$ cat config.mk
export PLATFORM = sky130hd
export DESIGN_NAME = mini_src_control_seq_flat
export DESIGN_NICKNAME = d
export VERILOG_FILES = /design/src/rtl/mini_src_control_seq_if.sv /design/src/rtl/mini_src_control_seq.sv /design/src/flat_wrapper.sv
export SDC_FILE = /design/constraint.sdc
export NUM_CORES = 1
export LEC_CHECK = 0
export BUFFER_PORTS_ARGS = -buffer_cell sky130_fd_sc_hd__buf_2
export CAP_MARGIN = 20
export CORE_UTILIZATION = 52
export DETAILED_ROUTE_END_ITERATION = 10
export PLACE_DENSITY = 0.81
export SLEW_MARGIN = 10
export SYNTH_ARGS = -nofsm -noshare
export SYNTH_HDL_FRONTEND = slang
export SYNTH_SLANG_ARGS = --single-unit
export TNS_END_PERCENT = 1
$ cat constraint.sdc
create_clock -name clock -period 2.1 [get_ports clock]
set_input_delay 0.105 -clock clock [delete_from_list [all_inputs] [get_ports clock]]
set_output_delay 0.105 -clock clock [all_outputs]
set_load 0.02 [all_outputs]
$ cat src/rtl/mini_src_control_seq_if.sv
// Datapath control interface between the Mini SRC sequencer and the datapath.
// master: sequencer side, drives every control and reads IR opcode plus CON_FF.
// slave : datapath side, the mirror image.
// Signal names match the datapath port names so the two ends connect 1:1.
interface mini_src_control_seq_if;
  // Register enables
  logic       incPC;
  logic       e_PC;
  logic       e_IR;
  logic       e_Y;
  logic       e_Z;
  logic       e_MDR;
  logic       e_MAR;
  logic       e_CON_FF;
  // Memory controls
  logic       ram_read;
  logic       ram_write;
  logic       MDR_read;
  // ALU and bus
  logic [3:0] ALU_op;
  logic [4:0] BusDataSelect;
  // Select/encode and operand mux
  logic       Gra;
  logic       Grb;
  logic       Grc;
  logic       e_Rin;
  logic       e_Rout;
  logic       BAout;
  logic       imm_sel;
  // Status back from the datapath
  logic [4:0] ir_op;
  logic       con;

  modport master (
    output incPC, e_PC, e_IR, e_Y, e_Z, e_MDR, e_MAR, e_CON_FF,
    output ram_read, ram_write, MDR_read, ALU_op, BusDataSelect,
    output Gra, Grb, Grc, e_Rin, e_Rout, BAout, imm_sel,
    input  ir_op, con
  );

  modport slave (
    input  incPC, e_PC, e_IR, e_Y, e_Z, e_MDR, e_MAR, e_CON_FF,
    input  ram_read, ram_write, MDR_read, ALU_op, BusDataSelect,
    input  Gra, Grb, Grc, e_Rin, e_Rout, BAout, imm_sel,
    output ir_op, con
  );
endinterface

$ cat src/rtl/mini_src_control_seq.sv
// Hardwired Moore control sequencer for the Mini SRC datapath.
// Fetches an instruction, decodes IR[31:27] and steps LD/LDI/ST/ADDI/BR/JR/JAL/NOP/HALT
// through T-states. Every control output is a pure decode of the state register.
// Ports:
//   clock    - system clock, all state changes on posedge
//   clear_n  - asynchronous active-low reset, returns to IDLE with all outputs 0
//   go       - start pulse, only honoured in IDLE
//   dp       - datapath control interface (master end)
//   run      - high from go until HALT
//   halted   - high in the HALT state
//   illegal  - only with ILLEGAL_TRAP_EN: set when an undecoded opcode traps to HALT
// Configuration macro: ILLEGAL_TRAP_EN (undefined: undecoded opcodes behave as NOP).
// RAM_WAIT must be 1..3 (cycles a memory read/write is held before data valid/commit).
module mini_src_control_seq #(
  parameter int unsigned RAM_WAIT = 1,
  parameter logic [3:0]  ALU_ADD  = 4'b0011
) (
  input  logic                          clock,
  input  logic                          clear_n,
  input  logic                          go,
  mini_src_control_seq_if.master        dp,
`ifdef ILLEGAL_TRAP_EN
  output logic                          illegal,
`endif
  output logic                          run,
  output logic                          halted
);

  localparam logic [4:0] BusGpr   = 5'b00000;
  localparam logic [4:0] BusZlo   = 5'b10011;
  localparam logic [4:0] BusPc    = 5'b10100;
  localparam logic [4:0] BusMdr   = 5'b10101;
  localparam logic [1:0] WaitLoad = 2'(RAM_WAIT - 1);

  typedef enum logic [4:0] {
    StIdle, StF0, StF1, StF2, StF3, StDec,
    StA1, StA1Add, StA2, StA3,
    StL3, StL4, StL5, StL6,
    StS3, StS4, StS5,
    StJ1, StK1, StK2,
    StB1, StB2, StB3, StB4Take, StB4Skip,
    StHalt
  } state_e;

  // Which tail follows the shared A1/A2 effective-address/immediate-add steps
  typedef enum logic [1:0] {KindAlu, KindLoad, KindStore} kind_e;

  state_e      state_q, state_d;
  kind_e       kind_q, kind_d;
  logic [1:0]  wait_q, wait_d;
`ifdef ILLEGAL_TRAP_EN
  logic        illegal_q, illegal_d;
`endif

  always_ff @(posedge clock or negedge clear_n) begin
    if (!clear_n) begin
      state_q   <= StIdle;
      kind_q    <= KindAlu;
      wait_q    <= 2'd0;
`ifdef ILLEGAL_TRAP_EN
      illegal_q <= 1'b0;
`endif
    end else begin
      state_q   <= state_d;
      kind_q    <= kind_d;
      wait_q    <= wait_d;
`ifdef ILLEGAL_TRAP_EN
      illegal_q <= illegal_d;
`endif
    end
  end

  always_comb begin : next_state
    state_d   = state_q;
    kind_d    = kind_q;
    wait_d    = wait_q;
`ifdef ILLEGAL_TRAP_EN
    illegal_d = illegal_q;
`endif
    case (state_q)
      StIdle: if (go) state_d = StF0;
      StF0: begin
        state_d = StF1;
        wait_d  = WaitLoad;
      end
      StF1: begin
        if (wait_q == 2'd0) state_d = StF2;
        else                wait_d  = wait_q - 2'd1;
      end
      StF2: state_d = StF3;
      StF3: state_d = StDec;
      StDec: begin
        case (dp.ir_op)
          5'b01000: begin state_d = StA1;    kind_d = KindAlu;   end
          5'b00000: begin state_d = StA1;    kind_d = KindLoad;  end
          5'b00010: begin state_d = StA1;    kind_d = KindStore; end
          5'b01100: begin state_d = StA1Add; kind_d = KindAlu;   end
          5'b10010: state_d = StB1;
          5'b10011: state_d = StJ1;
          5'b10100: state_d = StK1;
          5'b11010: state_d = StF0;
          5'b11011: state_d = StHalt;
          default: begin
`ifdef ILLEGAL_TRAP_EN
            state_d   = StHalt;
            illegal_d = 1'b1;
`else
            state_d   = StF0;
`endif
          end
        endcase
      end
      StA1, StA1Add: state_d = StA2;
      StA2: begin
        case (kind_q)
          KindLoad:  state_d = StL3;
          KindStore: state_d = StS3;
          default:   state_d = StA3;
        endcase
      end
      StA3: state_d = StF0;
      StL3: begin
        state_d = StL4;
        wait_d  = WaitLoad;
      end
      StL4: begin
        if (wait_q == 2'd0) state_d = StL5;
        else                wait_d  = wait_q - 2'd1;
      end
      StL5: state_d = StL6;
      StL6: state_d = StF0;
      StS3: state_d = StS4;
      StS4: begin
        state_d = StS5;
        wait_d  = WaitLoad;
      end
      StS5: begin
        if (wait_q == 2'd0) state_d = StF0;
        else                wait_d  = wait_q - 2'd1;
      end
      StJ1: state_d = StF0;
      StK1: state_d = StK2;
      StK2: state_d = StF0;
      StB1: state_d = StB2;
      StB2: state_d = StB3;
      // CON_FF was loaded at the end of B1 and is stable from then on, so the
      // taken/not-taken choice is folded into the state to keep B4 a pure Moore decode.
      StB3: state_d = dp.con ? StB4Take : StB4Skip;
      StB4Take, StB4Skip: state_d = StF0;
      StHalt: state_d = StHalt;
      default: state_d = StIdle;
    endcase
  end

  always_comb begin : out_decode
    dp.incPC         = 1'b0;
    dp.e_PC          = 1'b0;
    dp.e_IR          = 1'b0;
    dp.e_Y           = 1'b0;
    dp.e_Z           = 1'b0;
    dp.e_MDR         = 1'b0;
    dp.e_MAR         = 1'b0;
    dp.e_CON_FF      = 1'b0;
    dp.ram_read      = 1'b0;
    dp.ram_write     = 1'b0;
    dp.MDR_read      = 1'b0;
    dp.ALU_op        = 4'b0000;
    dp.BusDataSelect = BusGpr;
    dp.Gra           = 1'b0;
    dp.Grb           = 1'b0;
    dp.Grc           = 1'b0;
    dp.e_Rin         = 1'b0;
    dp.e_Rout        = 1'b0;
    dp.BAout         = 1'b0;
    dp.imm_sel       = 1'b0;
    run              = (state_q != StIdle) && (state_q != StHalt);
    halted           = (state_q == StHalt);
    case (state_q)
      StF0:     begin dp.BusDataSelect = BusPc;  dp.e_MAR = 1'b1; dp.incPC = 1'b1; end
      StF1, StL4: dp.ram_read = 1'b1;
      StF2, StL5: begin dp.MDR_read = 1'b1; dp.e_MDR = 1'b1; end
      StF3:     begin dp.BusDataSelect = BusMdr; dp.e_IR = 1'b1; end
      // BAout makes R0 read as zero for address/immediate forms; ADDI uses the real R0
      StA1:     begin dp.Grb = 1'b1; dp.e_Rout = 1'b1; dp.e_Y = 1'b1; dp.BAout = 1'b1; end
      StA1Add:  begin dp.Grb = 1'b1; dp.e_Rout = 1'b1; dp.e_Y = 1'b1; end
      StA2, StB3: begin dp.imm_sel = 1'b1; dp.ALU_op = ALU_ADD; dp.e_Z = 1'b1; end
      StA3:     begin dp.BusDataSelect = BusZlo; dp.Gra = 1'b1; dp.e_Rin = 1'b1; end
      StL3, StS3: begin dp.BusDataSelect = BusZlo; dp.e_MAR = 1'b1; end
      StL6:     begin dp.BusDataSelect = BusMdr; dp.Gra = 1'b1; dp.e_Rin = 1'b1; end
      StS4:     begin dp.Gra = 1'b1; dp.e_Rout = 1'b1; dp.e_MDR = 1'b1; end
      StS5:     dp.ram_write = 1'b1;
      StJ1, StK2: begin dp.Gra = 1'b1; dp.e_Rout = 1'b1; dp.e_PC = 1'b1; end
      StK1:     begin dp.BusDataSelect = BusPc;  dp.Grb = 1'b1; dp.e_Rin = 1'b1; end
      StB1:     begin dp.Gra = 1'b1; dp.e_Rout = 1'b1; dp.e_CON_FF = 1'b1; end
      StB2:     begin dp.BusDataSelect = BusPc;  dp.e_Y = 1'b1; end
      StB4Take: begin dp.BusDataSelect = BusZlo; dp.e_PC = 1'b1; end
      default: ;
    endcase
  end

`ifdef ILLEGAL_TRAP_EN
  assign illegal = illegal_q;
`endif

endmodule

$ cat src/flat_wrapper.sv
// flat-port wrapper written by rule: the top's interface ports become plain ports
module mini_src_control_seq_flat 
#(
  parameter int unsigned RAM_WAIT = 1,
  parameter logic [3:0]  ALU_ADD  = 4'b0011
)
  (clock, clear_n, go, run, halted, dp_incPC, dp_e_PC, dp_e_IR, dp_e_Y, dp_e_Z, dp_e_MDR, dp_e_MAR, dp_e_CON_FF, dp_ram_read, dp_ram_write, dp_MDR_read, dp_ALU_op, dp_BusDataSelect, dp_Gra, dp_Grb, dp_Grc, dp_e_Rin, dp_e_Rout, dp_BAout, dp_imm_sel, dp_ir_op, dp_con);
  mini_src_control_seq_if dp_i ();
  input  logic clock;
  input  logic clear_n;
  input  logic go;
  output logic run;
  output logic halted;
  output wire logic [$bits(dp_i.incPC)-1:0] dp_incPC;
  output wire logic [$bits(dp_i.e_PC)-1:0] dp_e_PC;
  output wire logic [$bits(dp_i.e_IR)-1:0] dp_e_IR;
  output wire logic [$bits(dp_i.e_Y)-1:0] dp_e_Y;
  output wire logic [$bits(dp_i.e_Z)-1:0] dp_e_Z;
  output wire logic [$bits(dp_i.e_MDR)-1:0] dp_e_MDR;
  output wire logic [$bits(dp_i.e_MAR)-1:0] dp_e_MAR;
  output wire logic [$bits(dp_i.e_CON_FF)-1:0] dp_e_CON_FF;
  output wire logic [$bits(dp_i.ram_read)-1:0] dp_ram_read;
  output wire logic [$bits(dp_i.ram_write)-1:0] dp_ram_write;
  output wire logic [$bits(dp_i.MDR_read)-1:0] dp_MDR_read;
  output wire logic [$bits(dp_i.ALU_op)-1:0] dp_ALU_op;
  output wire logic [$bits(dp_i.BusDataSelect)-1:0] dp_BusDataSelect;
  output wire logic [$bits(dp_i.Gra)-1:0] dp_Gra;
  output wire logic [$bits(dp_i.Grb)-1:0] dp_Grb;
  output wire logic [$bits(dp_i.Grc)-1:0] dp_Grc;
  output wire logic [$bits(dp_i.e_Rin)-1:0] dp_e_Rin;
  output wire logic [$bits(dp_i.e_Rout)-1:0] dp_e_Rout;
  output wire logic [$bits(dp_i.BAout)-1:0] dp_BAout;
  output wire logic [$bits(dp_i.imm_sel)-1:0] dp_imm_sel;
  input wire logic [$bits(dp_i.ir_op)-1:0] dp_ir_op;
  input wire logic [$bits(dp_i.con)-1:0] dp_con;
  assign dp_incPC = dp_i.incPC;
  assign dp_e_PC = dp_i.e_PC;
  assign dp_e_IR = dp_i.e_IR;
  assign dp_e_Y = dp_i.e_Y;
  assign dp_e_Z = dp_i.e_Z;
  assign dp_e_MDR = dp_i.e_MDR;
  assign dp_e_MAR = dp_i.e_MAR;
  assign dp_e_CON_FF = dp_i.e_CON_FF;
  assign dp_ram_read = dp_i.ram_read;
  assign dp_ram_write = dp_i.ram_write;
  assign dp_MDR_read = dp_i.MDR_read;
  assign dp_ALU_op = dp_i.ALU_op;
  assign dp_BusDataSelect = dp_i.BusDataSelect;
  assign dp_Gra = dp_i.Gra;
  assign dp_Grb = dp_i.Grb;
  assign dp_Grc = dp_i.Grc;
  assign dp_e_Rin = dp_i.e_Rin;
  assign dp_e_Rout = dp_i.e_Rout;
  assign dp_BAout = dp_i.BAout;
  assign dp_imm_sel = dp_i.imm_sel;
  assign dp_i.ir_op = dp_ir_op;
  assign dp_i.con = dp_con;
  mini_src_control_seq #(.RAM_WAIT(RAM_WAIT), .ALU_ADD(ALU_ADD)) u_core (.clock(clock), .clear_n(clear_n), .go(go), .dp(dp_i), .run(run), .halted(halted));
endmodule
==> flow_results.xml <==
<?xml version="1.0" encoding="UTF-8"?>
<metrics>
  <group name="logic_synthesis">
    <metric name="yosys.cell_count.top_type" unit="">sky130_fd_sc_hd__nor2_1</metric>
    <metric name="async_reset_ff_share" unit="%">100.0</metric>
    <metric name="register_area_share_after_synthesis" unit="%">17.51</metric>
    <metric name="synth.ff_latch_count" unit="">9</metric>
    <metric name="syn-instance-count" unit="">191</metric>
    <metric name="synthesis.area" unit="um2">1286</metric>
    <metric name="yosysTopAreaCellShare" unit="%">17.51</metric>
    <metric name="synth-edff-count" unit="">0</metric>
    <metric name="dominantRegCellSynth" unit="">sky130_fd_sc_hd__dfrtp_1</metric>
    <metric name="synthesized_area_per_cell" unit="um2">6.734</metric>
    <metric name="synthesis.yosys.warnings" unit="">0</metric>
    <metric name="synth.lib_cells_used.distinct" unit="">50</metric>
    <metric name="synth_area_leaders" unit="">sky130_fd_sc_hd__dfrtp_1 18%, sky130_fd_sc_hd__nor2_1 5.5%, sky130_fd_sc_hd__a21oi_1 4.7%</metric>
    <metric name="synth_largest_area_cell" unit="">sky130_fd_sc_hd__dfrtp_1</metric>
    <metric name="cell_types_with_the_highest_counts_after_synthesis" unit="">19 x sky130_fd_sc_hd__nor2_1, 16 x sky130_fd_sc_hd__nand2_1, 12 x sky130_fd_sc_hd__a21oi_1, 11 x sky130_fd_sc_hd__nor3_1, 10 x sky130_fd_sc_hd__o21ai_1</metric>
  </group>
  <group name="die">
    <metric name="die_width" unit="um">51.74</metric>
    <metric name="die-area" unit="um2">2677</metric>
    <metric name="core" unit="um2">2276</metric>
    <metric name="initial_utilization" unit="%">56.51</metric>
    <metric name="num_io_pins" unit="">38</metric>
    <metric name="dieHeight" unit="um">51.74</metric>
    <metric name="row_count" unit="">17</metric>
  </group>
  <group name="status">
    <metric name="run_status" unit="">complete, no violations</metric>
  </group>
  <group name="worst_setup_path">
    <metric name="critical-path-max-stage-delay" unit="ps">470</metric>
    <metric name="cell_family_with_the_largest_share_of_critical_path_delay" unit="">simple AND/OR/NAND/NOR gates</metric>
    <metric name="path_class" unit="">flip-flop to primary output</metric>
    <metric name="setup.worst_path.end_class" unit="">primary output</metric>
    <metric name="critical_path.cell_chain" unit="">buf_4 &gt; or3b_1 &gt; o21ai_1 &gt; a21oi_1 &gt; o21ai_1 &gt; or2_1 &gt; buf_2</metric>
    <metric name="rr_endpoint" unit="">u_core.kind_q[0]$_DFFE_PN0P_</metric>
    <metric name="crit_top_cell" unit="">sky130_fd_sc_hd__o21ai_1</metric>
    <metric name="startpoint_type" unit="">flip-flop</metric>
    <metric name="worst_r2r_startpoint" unit="">u_core.state_q[3]$_DFFE_PN0P_</metric>
    <metric name="timing.critical_path.slowest_stage_cell" unit="">sky130_fd_sc_hd__dfrtp_2</metric>
    <metric name="cp.required" unit="ps">2000</metric>
    <metric name="reg2reg_depth" unit="">5</metric>
    <metric name="crit_path_max_fanout" unit="">8</metric>
    <metric name="r2r_setup_slack" unit="ps">320</metric>
    <metric name="worst_ep_arrival_time" unit="ps">1900</metric>
    <metric name="crit_buf_inv" unit="">2</metric>
  </group>
  <group name="clock_tree">
    <metric name="ctsLongestPathBuffers" unit="">2</metric>
    <metric name="ctsHtreeMaxLevel" unit="">1</metric>
    <metric name="clock_tree_from_tritoncts" unit="">built</metric>
    <metric name="clkTransAtPathRegs" unit="ps">60</metric>
    <metric name="cts_sinks" unit="">9</metric>
    <metric name="cts-root-buf" unit="">sky130_fd_sc_hd__clkbuf_4</metric>
    <metric name="cts_inserted_buffers" unit="">3</metric>
    <metric name="worst_skew_pair.late_latency" unit="ps">270</metric>
  </group>
  <group name="global_routing">
    <metric name="global_route.usage.met1" unit="%">43.19</metric>
    <metric name="largest_net_degree_at_the_start_of_global_routing" unit="">24</metric>
    <metric name="top_usage_layer" unit="">met2</metric>
    <metric name="vias_in_the_first_global_route" unit="">1309</metric>
    <metric name="globalRouteTotalUtil" unit="%">31.67</metric>
    <metric name="grt_overflow" unit="">0</metric>
    <metric name="globalRouteMet2Util" unit="%">49.57</metric>
    <metric name="antenna_found_initial" unit="">0</metric>
    <metric name="grt.met3_usage" unit="%">4.971</metric>
    <metric name="grt_pass1_wl" unit="um">6292</metric>
  </group>
  <group name="route">
    <metric name="drc" unit="">0</metric>
    <metric name="finalWirelength" unit="um">3982</metric>
    <metric name="drt-wirelength-per-cell" unit="um">15.68</metric>
    <metric name="initialDrtViolationCount" unit="">149</metric>
    <metric name="firstDrtPassIters" unit="">5</metric>
    <metric name="drtAntennaViolNets" unit="">0</metric>
    <metric name="num_vias" unit="">1608</metric>
    <metric name="drt-vias-per-instance" unit="">6.331</metric>
  </group>
  <group name="placed_design">
    <metric name="hpwl" unit="um">2943</metric>
    <metric name="numPortBuffers" unit="">33</metric>
    <metric name="gpl.final_weighted_congestion" unit="">0.9638</metric>
  </group>
  <group name="min_path">
    <metric name="hold_end" unit="">u_core.kind_q[0]$_DFFE_PN0P_</metric>
    <metric name="worst_hold_startpoint" unit="">dp_ir_op[1]</metric>
    <metric name="min-delay-path-class" unit="">primary input to flip-flop</metric>
    <metric name="hold_depth" unit="">2</metric>
  </group>
  <group name="sta">
    <metric name="unrepaired_setup_endpoints_after_global_routing" unit="">no</metric>
    <metric name="report.final.setup_viol" unit="">0</metric>
    <metric name="finalMaxSlewViolations" unit="">0</metric>
    <metric name="setup_total_negative_slack" unit="ps">0</metric>
    <metric name="final-hold-violation-count" unit="">0</metric>
    <metric name="final.min_clock_period" unit="ps">2009</metric>
    <metric name="worst_clock_skew" unit="ps">0.2597</metric>
    <metric name="clock.fmax" unit="MHz">497.7</metric>
    <metric name="layout_worst_path_cycle_share" unit="%">95.67</metric>
  </group>
  <group name="power">
    <metric name="worst_voltage_drop_across_the_vdd_grid" unit="mV">0.9112</metric>
    <metric name="power.density" unit="nW/um2">1319</metric>
    <metric name="p_leak" unit="nW">0.6870</metric>
  </group>
  <group name="finish">
    <metric name="n_antenna_cell" unit="">0</metric>
    <metric name="postLayoutCoreUtil" unit="%">67.62</metric>
    <metric name="finish.net_count" unit="">238</metric>
    <metric name="drive_above_1_share" unit="%">27.43</metric>
    <metric name="area.growth.synth_to_final" unit="%">19.65</metric>
  </group>
  <group name="job">
    <metric name="max_cap_viol_count" unit="">0</metric>
  </group>
</metrics>
[registers in the layout (all words and copies together) (netlist names)]
name / count
u_core.wait_q: 2
u_core.kind_q: 2
u_core.state_q: 5
[cell type report]
| class | count | area (um2) |
|---|---|---|
| clock buffers | 4 | 26.28 |
| well taps | 28 | 35.03 |
| fillers | 214 | 737.0 |
| flip-flops and latches | 9 | 227.7 |
| repair buffers | 51 | 302.8 |
| inverters | 9 | 33.78 |
| multi-input cells | 153 | 913.4 |
[per-layer routing]
layer  wire [um]  vias to the layer above
met2        1839                      111
met1        1682                      732
met4         104                        0
met5           0                        -
met3         355                       15
li1            -                      750
[worst register-to-register path, stage by stage (launching register included)]
cell	delay, ps
sky130_fd_sc_hd__dfrtp_1	520
sky130_fd_sc_hd__buf_4	240
sky130_fd_sc_hd__nor4_4	310
sky130_fd_sc_hd__and2b_2	230
sky130_fd_sc_hd__nand2_2	60
sky130_fd_sc_hd__a222oi_1	320
[metrics by stage]
step | cells | setup slack (ps) | total power [mW] | hold WS (ps) | area [um2]
2_1_floorplan | 194 | 233.7 | 1.388 | -190.6 | 1297
3_3_place_gp | 246 | 320.4 | 1.805 | -30.46 | 1478
3_5_place_dp | 246 | 309.9 | 1.810 | -27.04 | 1478
4_1_cts | 251 | 13.03 | 1.954 | 142.5 | 1514
5_1_grt | 254 | 10.78 | 2.171 | 148.4 | 1539
6_report | 254 | 90.95 | 2.029 | 139.9 | 1539
[how the worst max path moves through the flow]
stage	from	end	slack, ps	cells past startpoint
global route	u_core.state_q[3]$_DFFE_PN0P_	dp_BusDataSelect[4]	10	6
global placement	u_core.state_q[0]$_DFFE_PN0P_	u_core.state_q[1]$_DFFE_PN0P_	320	6
detailed placement	u_core.state_q[2]$_DFFE_PN0P_	dp_BusDataSelect[4]	310	7
finish	u_core.state_q[2]$_DFFE_PN0P_	dp_BusDataSelect[4]	90	7
floorplan	u_core.state_q[3]$_DFFE_PN0P_	dp_ALU_op[0]	230	6
CTS	u_core.state_q[2]$_DFFE_PN0P_	dp_BusDataSelect[4]	10	7
[logic make-up (layout without fill, tap and decap cells)]
family          after synthesis  count (layout)  share of synthesized area, %
compound gates               63              63                         31.91
other cells                   1               4                        0.2915
xor+xnor                      2               2                         1.362
flops                         9               9                         17.51
mux                           4               4                         3.210
buf+inv                      32              64                         12.35
fa+ha+maj                     2               2                         1.945
simple gates                 78              78                         31.42
[power by group]
part | total (mW) | internal [mW] | switching, mW
clock | 0.137 | 0.0735 | 0.0639
combinational | 1.59 | 0.589 | 1.00
sequential | 0.301 | 0.214 | 0.0874
[what timing repair did]
| action | in CTS | in global routing |
|---|---|---|
| hold buffers | 1 | 0 |
| hold endpoints to repair | 9 | 0 |
| setup endpoints to repair | 0 | 7 |
| setup buffers | 0 | 3 |
| gates resized for setup | 0 | 2 |
[cell usage in the layout, fill, tap and decap left out, types with 3 or more instances in the layout]
cell,n
sky130_fd_sc_hd__buf_2,33
sky130_fd_sc_hd__nor2_1,19
sky130_fd_sc_hd__buf_4,17
sky130_fd_sc_hd__nand2_1,16
sky130_fd_sc_hd__a21oi_1,12
sky130_fd_sc_hd__nor3_1,11
sky130_fd_sc_hd__o21ai_1,10
sky130_fd_sc_hd__o22ai_1,8
sky130_fd_sc_hd__o21ai_0,8
sky130_fd_sc_hd__inv_1,7
sky130_fd_sc_hd__nand2b_1,7
sky130_fd_sc_hd__dfrtp_1,7
sky130_fd_sc_hd__nand3_1,5
sky130_fd_sc_hd__or2_1,4
sky130_fd_sc_hd__nor2b_1,4
sky130_fd_sc_hd__conb_1,4
sky130_fd_sc_hd__a22o_1,3
sky130_fd_sc_hd__mux2i_1,3
sky130_fd_sc_hd__or3_1,3
sky130_fd_sc_hd__a22oi_1,3
sky130_fd_sc_hd__clkbuf_4,3
(Power assumes the default switching activity.)
